**config.mk**
```make
export PLATFORM = sky130hd
export DESIGN_NAME = i2c_host_sequencer
export DESIGN_NICKNAME = d
export VERILOG_FILES = /design/src/rtl/i2c_host_pkg.sv /design/src/rtl/i2c_edge_pulse.sv /design/src/rtl/i2c_host_sequencer.sv
export SDC_FILE = /design/constraint.sdc
export NUM_CORES = 1
export LEC_CHECK = 0
export CORE_MARGIN = 3
export CORE_UTILIZATION = 55
export DETAILED_ROUTE_END_ITERATION = 12
export PLACE_DENSITY = 0.9
export RECOVER_POWER = 25
export SYNTH_ARGS = -nofsm -noshare
export SYNTH_HDL_FRONTEND = slang
export SYNTH_SLANG_ARGS = --single-unit
export TNS_END_PERCENT = 10
```
**constraint.sdc**
```tcl
create_clock -name clock -period 2.15 [get_ports clock]
set_clock_uncertainty 0.2 [all_clocks]
set_input_delay 0.43 -clock clock [delete_from_list [all_inputs] [get_ports clock]]
set_output_delay 0.43 -clock clock [all_outputs]
set_load 0.02 [all_outputs]
```
**src/rtl/i2c_host_pkg.sv**
```systemverilog
// Shared state encodings and line-level constants for the I2C host sequencer.
package i2c_host_pkg;

  typedef enum logic [2:0] {
    StIdle,
    StStart,
    StLoad,
    StShift,
    StAck,
    StTransit,
    StStop,
    StStopHold
  } hostStateE;

  localparam logic SDA_RELEASE = 1'b1;

endpackage

```
**src/rtl/i2c_edge_pulse.sv**
```systemverilog
// Registered edge detector: one-cycle rise/fall pulses, one cycle after the input changes.
module i2c_edge_pulse #(
  parameter logic RESET_LEVEL = 1'b0
) (
  input  logic clock,
  input  logic Reset,
  input  logic sigIn,
  output logic rise,
  output logic fall
);

  logic levelQ, riseQ, fallQ;

  always_ff @(posedge clock) begin
    if (Reset) begin
      levelQ <= RESET_LEVEL;
      riseQ  <= 1'b0;
      fallQ  <= 1'b0;
    end else begin
      levelQ <= sigIn;
      riseQ  <= sigIn & ~levelQ;
      fallQ  <= ~sigIn & levelQ;
    end
  end

  assign rise = riseQ;
  assign fall = fallQ;

endmodule

```
**src/rtl/i2c_host_sequencer.sv**
```systemverilog
// Multi-frame I2C host sequencer: START, address frame, write/read data frames with
// per-frame ACK handling, STOP. Drives the existing shift-register/SDA-mux/baud datapath.
module i2c_host_sequencer
  import i2c_host_pkg::*;
#(
  parameter int unsigned DATA_WIDTH  = 8,
  parameter int unsigned MAX_BYTES   = 4,
  parameter int unsigned CNT_W       = 3,
  parameter int unsigned HOLD_CYCLES = 250
) (
  input  logic             clock,
  input  logic             Reset,
  input  logic             Start,
  input  logic             ReadMode,
  input  logic [CNT_W-1:0] ByteCount,
  input  logic             ClockI2C,
  input  logic             SDAIn,
  output logic             WriteLoad,
  output logic             ReadorWrite,
  output logic             ShiftorHold,
  output logic             Select,
  output logic             BaudEnable,
  output logic             StartStopAck,
  output logic             Busy,
  output logic             Done,
  output logic             AckError,
  output logic [CNT_W-1:0] ByteIndex
);

  localparam int unsigned HOLD_W = $clog2(HOLD_CYCLES + 1);
  localparam int unsigned BIT_W  = $clog2(DATA_WIDTH + 1);

  hostStateE         stateQ, stateD;
  logic [HOLD_W-1:0] holdCntQ, holdCntD;
  logic [BIT_W-1:0]  bitCntQ, bitCntD;
  logic [CNT_W-1:0]  byteCountQ, byteCountD, byteIndexQ, byteIndexD;
  logic              readModeQ, readModeD, ackErrorQ, ackErrorD, doneQ, doneD;

  logic sclRise, sclFall, startRise, unusedStartFall;
  logic curRead, lastFrame, startLegal;

  // SCL idles high while the baud generator is stopped.
  i2c_edge_pulse #(.RESET_LEVEL(1'b1)) u_scl_edge (
    .clock (clock),
    .Reset (Reset),
    .sigIn (ClockI2C),
    .rise  (sclRise),
    .fall  (sclFall)
  );

  i2c_edge_pulse #(.RESET_LEVEL(1'b0)) u_start_edge (
    .clock (clock),
    .Reset (Reset),
    .sigIn (Start),
    .rise  (startRise),
    .fall  (unusedStartFall)
  );

  // The address frame (index 0) is always written.
  assign curRead    = readModeQ && (byteIndexQ != '0);
  assign lastFrame  = (byteIndexQ + CNT_W'(1)) == byteCountQ;
  assign startLegal = (ByteCount != '0) && (ByteCount <= CNT_W'(MAX_BYTES));

  always_ff @(posedge clock) begin
    if (Reset) begin
      stateQ     <= StIdle;
      holdCntQ   <= '0;
      bitCntQ    <= '0;
      byteCountQ <= '0;
      byteIndexQ <= '0;
      readModeQ  <= 1'b0;
      ackErrorQ  <= 1'b0;
      doneQ      <= 1'b0;
    end else begin
      stateQ     <= stateD;
      holdCntQ   <= holdCntD;
      bitCntQ    <= bitCntD;
      byteCountQ <= byteCountD;
      byteIndexQ <= byteIndexD;
      readModeQ  <= readModeD;
      ackErrorQ  <= ackErrorD;
      doneQ      <= doneD;
    end
  end

  always_comb begin
    stateD       = stateQ;
    holdCntD     = holdCntQ;
    bitCntD      = bitCntQ;
    byteCountD   = byteCountQ;
    byteIndexD   = byteIndexQ;
    readModeD    = readModeQ;
    ackErrorD    = ackErrorQ;
    doneD        = 1'b0;
    WriteLoad    = 1'b0;
    ReadorWrite  = 1'b0;
    ShiftorHold  = 1'b0;
    Select       = 1'b1;
    BaudEnable   = 1'b0;
    StartStopAck = SDA_RELEASE;

    case (stateQ)
      StIdle: begin
        if (startRise && startLegal) begin
          readModeD  = ReadMode;
          byteCountD = ByteCount;
          ackErrorD  = 1'b0;
          byteIndexD = '0;
          holdCntD   = '0;
          stateD     = StStart;
        end
      end
      StStart: begin
        StartStopAck = ~SDA_RELEASE;
        if (holdCntQ == HOLD_W'(HOLD_CYCLES - 1)) stateD = StLoad;
        else holdCntD = holdCntQ + HOLD_W'(1);
      end
      StLoad: begin
        WriteLoad    = 1'b1;
        BaudEnable   = 1'b1;
        StartStopAck = ~SDA_RELEASE;
        bitCntD      = '0;
        stateD       = StShift;
      end
      StShift: begin
        BaudEnable = 1'b1;
        if (curRead) begin
          ReadorWrite = 1'b1;
          if (bitCntQ == BIT_W'(DATA_WIDTH)) begin
            if (sclFall) stateD = StAck;
          end else if (sclRise) begin
            ShiftorHold = 1'b1;
            bitCntD     = bitCntQ + BIT_W'(1);
          end
        end else begin
          Select = 1'b0;
          // The first bit is already on SDA after the load, so only DATA_WIDTH-1 shifts.
          if (sclFall) begin
            if (bitCntQ == BIT_W'(DATA_WIDTH - 1)) begin
              stateD = StAck;
            end else begin
              ShiftorHold = 1'b1;
              bitCntD     = bitCntQ + BIT_W'(1);
            end
          end
        end
      end
      StAck: begin
        BaudEnable = 1'b1;
        if (curRead) StartStopAck = lastFrame ? SDA_RELEASE : ~SDA_RELEASE;
        else if (sclRise && SDAIn) ackErrorD = 1'b1;
        if (sclFall) stateD = StTransit;
      end
      StTransit: begin
        BaudEnable = 1'b1;
        byteIndexD = byteIndexQ + CNT_W'(1);
        bitCntD    = '0;
        if (ackErrorQ || lastFrame) stateD = StStop;
        else if (!readModeQ)        stateD = StLoad;
        else                        stateD = StShift;
      end
      StStop: begin
        BaudEnable   = 1'b1;
        StartStopAck = ~SDA_RELEASE;
        if (sclRise) begin
          holdCntD = '0;
          stateD   = StStopHold;
        end
      end
      StStopHold: begin
        StartStopAck = ~SDA_RELEASE;
        if (holdCntQ == HOLD_W'(HOLD_CYCLES - 1)) begin
          stateD = StIdle;
          doneD  = 1'b1;
        end else begin
          holdCntD = holdCntQ + HOLD_W'(1);
        end
      end
      default: stateD = StIdle;
    endcase
  end

  assign Busy      = (stateQ != StIdle);
  assign Done      = doneQ;
  assign AckError  = ackErrorQ;
  assign ByteIndex = byteIndexQ;

endmodule

```
* Word level (Yosys, flattened, before mapping)
Cells that the tools add are included.
Operators by class: add/subtract/negate cells 3, multipliers 0, div/mod/pow operators 0, order comparisons 1, equality and inequality tests 26, shift-type cells 0, multiplexer cells 44, bitwise gates (word level) 7, reductions and logical operators 24
Operators with widths (number):
- 2-to-1 mux 3 bit | 12
- 2-to-1 mux 8 bit | 3
- case mux 3 bit (8 select lines) | 1
- case mux 8 bit (3 select lines) | 1
- 2-to-1 mux 4 bit | 5
- 2-to-1 mux 1 bit | 18
- equality test 3 bit (second input constant) | 4
- inequality test 2 bit (second input constant) | 6
- inequality test 3 bit (second input constant) | 4
- nonzero test 3 bit | 4
- inequality test 3 x 2 -> 1 bit (second input constant) | 3
- AND reduction 9 bit | 1
- adder 8 x 1 -> 8 bit (second input constant) | 1
- equality test 8 bit (second input constant) | 1
- case mux 4 bit (2 select lines) | 1
- AND reduction 4 bit | 2
- equality test 3 x 2 -> 1 bit (second input constant) | 2
- case mux 3 bit (2 select lines) | 1
- nonzero test 2 bit | 3
- OR reduction 2 bit | 3
- AND reduction 5 bit | 1
- OR reduction 5 bit | 1
- adder 4 x 1 -> 4 bit (second input constant) | 1
- equality test 4 x 3 -> 1 bit (second input constant) | 1
- 14 further kinds | 25
Word-level totals: register bits 29, latch bits 0, bits in writable memories 0, bits in read-only memories 0, bits of input ports 9, output and inout bits 12, logic and storage cells 118, memories 0

* Longest topological paths before layout
depth in word-level cells 5, mapped depth 8, gate-level depth less buffers 7

* Modules after synthesis
Synthesis repeated with hierarchy kept, for this count alone.
Second synthesis, totals: cell total of the unflattened synthesis 206, area, all modules 1800.5 µm²
By module, submodules not included:
- i2c_host_sequencer | instances 1, cells an instance 194, area an instance 1617.8 µm², sequential area each 480.5 µm²
- i2c_edge_pulse | instances 2, cells an instance 6, area an instance 91.3 µm², sequential area each 60.1 µm²

* Worst setup path after synthesis
No wires, ideal clock.
path kind register to output, start point reg byteIndexQ[0] (netlist: ByteIndex[0]), end point out StartStopAck, data arrival time 1693 ps, required time 1520 ps, path slack -173 ps, stages on the path, launching flop included 7, buffers on the path 0, path through dfxtp_1 > inv_1 > ha_1 > xor2_1 > nor3_2 > nor4_1 > a21oi_1
On the way: cells in the longest elaborated chain, start to end 5, elaborated cells on any way between the ends 7, those cells by class add/sub (1); eq/ne (1); mux (3); reduce/logical (2)
RTL lines:
- start: declaration | line i2c_host_sequencer.sv:36 | logic [CNT_W-1:0] byteCountQ, byteCountD, byteIndexQ, byteIndexD;
- start signal: assignment | line i2c_host_sequencer.sv:79 | byteIndexQ <= byteIndexD;
- adder 3 x 1 -> 3 bit | line i2c_host_sequencer.sv:61 | assign lastFrame = (byteIndexQ + CNT_W'(1)) == byteCountQ;
- equality test 3 bit | line i2c_host_sequencer.sv:61
- 2-to-1 mux 1 bit | line i2c_host_sequencer.sv:150 | if (curRead) StartStopAck = lastFrame ? SDA_RELEASE : ~SDA_RELEASE;
- 2-to-1 mux 1 bit * | line i2c_host_sequencer.sv:150
- case mux 1 bit (2 select lines) * | line i2c_host_sequencer.sv:102 | case (stateQ)
- end: declaration | line i2c_host_sequencer.sv:23 | output logic StartStopAck,
Mark *: on every way between the ends. The rest lies on a longest branch, timed or not.

* Final worst setup path
Ends and elaborated chain as after synthesis.

==> impl_metrics.py <==
metrics = {
    "placement": {
        "port_buffers": 20,
        "routabilityCongestion": 0.945,
        "dpl.cell_count": 274,
        "dp_hpwl_um": 3140,
        "dp_slack_ns": -0.385,
    },
    "worst_setup_path": {
        "r2r_cells": 9,
        "worstPathMaxFanout": 2,
        "cp_cell_sequence": "inv_2 > ha_4 > xor2_4 > nor3_4 > nor4_2 > a21oi_2 > buf_6",
        "cp-end-kind": "primary output",
        "critical_path.reg2reg.startpoint": "stateQ[1]$_SDFFE_PP0P_",
        "r2r_end": "stateQ[0]$_SDFFE_PP0P_",
        "critPathRequiredTime_ns": 1.52,
        "worstPathArrival_ns": 1.74,
        "cp_slowest_cell": "dfxtp_2",
        "critPathBufInv": 2,
        "startpoint_type": "flip-flop",
        "crit_type": "flip-flop to primary output",
        "crit_family": "flip-flops",
        "cpPeakStageDelay_ns": 0.36,
        "r2r_slack_ns": 0.11,
    },
    "finish": {
        "mostFrequentLayoutCells": "32 x buf_4, 25 x dfxtp_1, 21 x nor2_1, 13 x inv_1",
        "fin_cells": 282,
        "mostFrequentLayoutCell": "buf_4",
        "area_growth_pct": 33.8,
        "nNetsFinal": 269,
        "final_core_util_pct": 79.3,
        "drive_above_1_share_pct": 27.5,
        "diodes": 0,
    },
    "die": {
        "rows": 19,
        "dieArea_um2": 3780,
        "start_util_pct": 59.3,
        "die_x_um": 61.5,
        "ios": 21,
        "die_h_um": 61.5,
        "core_um2": 2850,
    },
    "timing": {
        "drv_slew": 0,
        "fin_crit_sh_pct": 110,
        "setup_viol": 2,
        "tns_ns": -0.275,
        "timing.final.crit_period_ns": 2.37,
        "finalWorstSetupSlack_ns": -0.220,
        "hold_viol_final": 0,
        "fmax_ghz": 0.422,
        "rsz0062_at_grt": "true",
        "timing.slew.headroom_pct": 56.5,
        "worst_slew_pin_slew_ns": 0.652,
    },
    "grt": {
        "grt_pass1_wl_um": 6490,
        "antenna_found_initial": 0,
        "use_met3_pct": 5.45,
        "grt_pass1_vias": 1494,
        "grt_use_met1_pct": 29.0,
        "overflow": 0,
        "grt.busiest_layer": "met2",
        "grt_use_total_pct": 23.6,
        "met2_usage_pct": 38.4,
        "grt_start_max_net_pins": 15,
    },
    "route": {
        "drt-initial-drc-count": 69,
        "drtPass1Iterations": 4,
        "num_vias": 1629,
        "drc": 0,
        "vias_per_cell": 5.78,
        "wirelength_um": 4330,
        "ant_nets": 0,
        "wire_per_inst_um": 15.4,
    },
    "power_and_ir_drop": {
        "p_sw_mw": 0.298,
        "swShare_pct": 27.3,
        "p_int_mw": 0.791,
        "clkPwrFrac_pct": 30.8,
        "power_frac_comb_pct": 17.7,
        "total_leakage_power_nw": 0.900,
        "power.density_nw_per_um2": 481,
        "p_seq_share_pct": 51.6,
        "vdd_drop_max_uv": 461,
    },
    "synth": {
        "seq_area_frac_synth_pct": 34.3,
        "muxShareOfSynthArea_pct": 3.55,
        "synth-async-reset-ratio_pct": 0,
        "synthSimpleGateAreaFrac_pct": 26.8,
        "synth_edf_count": 0,
        "syn-num-nets": 216,
        "synthAdderAreaFrac_pct": 6.66,
        "synth_top_family_by_area": "simple AND/OR/NAND/NOR gates",
        "synth_flop_cell": "dfxtp_1",
        "synth-compound-area-share_pct": 16.2,
        "syn_avg_cell_area_um2": 8.54,
        "yosysWarningCount": 0,
        "synthCells": 198,
        "synthDistinctLibCells": 48,
        "synth_xor_area_share_pct": 7.10,
        "ys_seq_elements": 29,
        "netlist_area_um2": 1690,
    },
    "clock_network": {
        "clk_latency_ns": 0.33,
        "cts_buffer_depth": 2,
        "path_clk_slew_ns": 0.09,
        "cts_tree": "yes",
        "htreeDepth": 2,
        "cts_inserted_buffers": 5,
        "ctsRootBufferMaster": "clkbuf_4",
        "cts_num_sinks": 29,
    },
    "worst_hold_path": {
        "hold_depth": 1,
        "min_from": "u_start_edge.levelQ$_SDFF_PP0_",
        "min_to": "u_start_edge.rise$_SDFF_PP0_",
        "min_path_type": "flip-flop to flip-flop",
    },
    "flow_run": {
        "drv_cap": 0,
    },
    "outcome": {
        "violations": "negative setup slack",
        "status": "complete, but fails checks",
    },
}
[per-layer routing]
| metal | part of all wire, % | vias up |
|---|---|---|
| met5 | 0 | - |
| met3 | 5.9 | 12 |
| li1 | - | 803 |
| met4 | 2.2 | 0 |
| met1 | 41 | 747 |
| met2 | 51 | 67 |
[area by class of cell]
class / instances / area, um2
flip-flops and latches: 29 / 586
well taps: 31 / 38.8
inverters: 16 / 60.1
clock buffers: 7 / 55.1
fillers: 163 / 589
multi-input cells: 147 / 1100
repair buffers: 52 / 424
[how the worst max path moves through the flow]
stage	startpoint	to	slack, ns	depth (start not counted)
after floorplan	ByteIndex[1]$_SDFFE_PP0P_	StartStopAck	0.02	6
after global placement	ByteIndex[0]$_SDFFE_PP0P_	StartStopAck	-0.34	7
after detailed placement	ByteIndex[0]$_SDFFE_PP0P_	StartStopAck	-0.39	7
after CTS	ByteIndex[0]$_SDFFE_PP0P_	StartStopAck	-0.31	7
after global routing	ByteIndex[0]$_SDFFE_PP0P_	StartStopAck	-0.29	7
final	ByteIndex[0]$_SDFFE_PP0P_	StartStopAck	-0.22	7
[worst register-to-register path, stage by stage, from the launching register on]
cell      delay, ns
dfxtp_2        0.37
buf_4          0.20
inv_1          0.09
ha_1           0.21
nor3_2         0.18
buf_4          0.15
inv_1          0.06
a311oi_1       0.24
o21ai_0        0.13
mux2i_1        0.14
[flip-flops by register name, summed over array words and instances (netlist names)]
| register | count |
|---|---|
| stateQ | 3 |
| byteCountQ | 3 |
| u_scl_edge.fall | 1 |
| holdCntQ | 8 |
| u_scl_edge.rise | 1 |
| readModeQ | 1 |
| AckError | 1 |
| ByteIndex | 3 |
| u_start_edge.levelQ | 1 |
| bitCntQ | 4 |
| u_scl_edge.levelQ | 1 |
| u_start_edge.rise | 1 |
| Done | 1 |
[cells in the mapped netlist (2+ instances only)]
master	instances	area share (%)
mux2i_1	6	3.6
nor2b_1	3	1.1
a211oi_1	3	1.3
clkbuf_1	2	0.44
inv_1	15	3.3
nand2b_1	3	1.1
xnor2_1	10	5.2
o32ai_1	2	1.0
o211ai_1	3	1.3
nor3_1	5	1.5
nor2_1	21	4.7
a21oi_1	9	2.7
nand3_1	8	2.4
a21o_1	2	0.89
and3_1	3	1.1
o21a_1	2	0.89
or2_2	4	1.5
ha_1	9	6.7
buf_4	2	0.89
nor4_1	3	1.1
nand3b_1	4	1.8
nor3_2	3	1.8
dfxtp_1	29	34
or3_1	2	0.74
nand4_1	6	2.2
o21ai_0	5	1.5
nand2_1	13	2.9
[through the flow]
| stage | instance area, um2 | power [mW] | hold slack (ns) |
|---|---|---|---|
| floorplan | 1700 | 0.677 | 0.167 |
| global placement | 2140 | 0.750 | 0.174 |
| detailed placement | 2140 | 0.755 | 0.195 |
| CTS | 2190 | 1.09 | 0.205 |
| global route | 2260 | 1.13 | 0.228 |
| finish | 2260 | 1.09 | 0.201 |
[cells by family after synthesis]
| group | count (synthesis) |
|---|---|
| compound gates | 36 |
| xor+xnor | 12 |
| fa+ha+maj | 9 |
| buf+inv | 22 |
| flops | 29 |
| mux | 6 |
| simple gates | 84 |
[repair_timing]
item	4_1_cts	5_1_grt
pin swaps	4	4
setup endpoints to repair	9	10
setup buffers	0	1
hold buffers	0	0
resized for setup	25	21
[power by group through the flow]
stage	logic [mW]	clock network [mW]	registers, mW
after CTS	0.182	0.347	0.559
after floorplan	0.110	0	0.567
after detailed placement	0.184	0	0.571
after global placement	0.179	0	0.570
final	0.192	0.335	0.562
after global routing	0.205	0.365	0.563
Note: power is estimated with default switching activity, not from simulation.
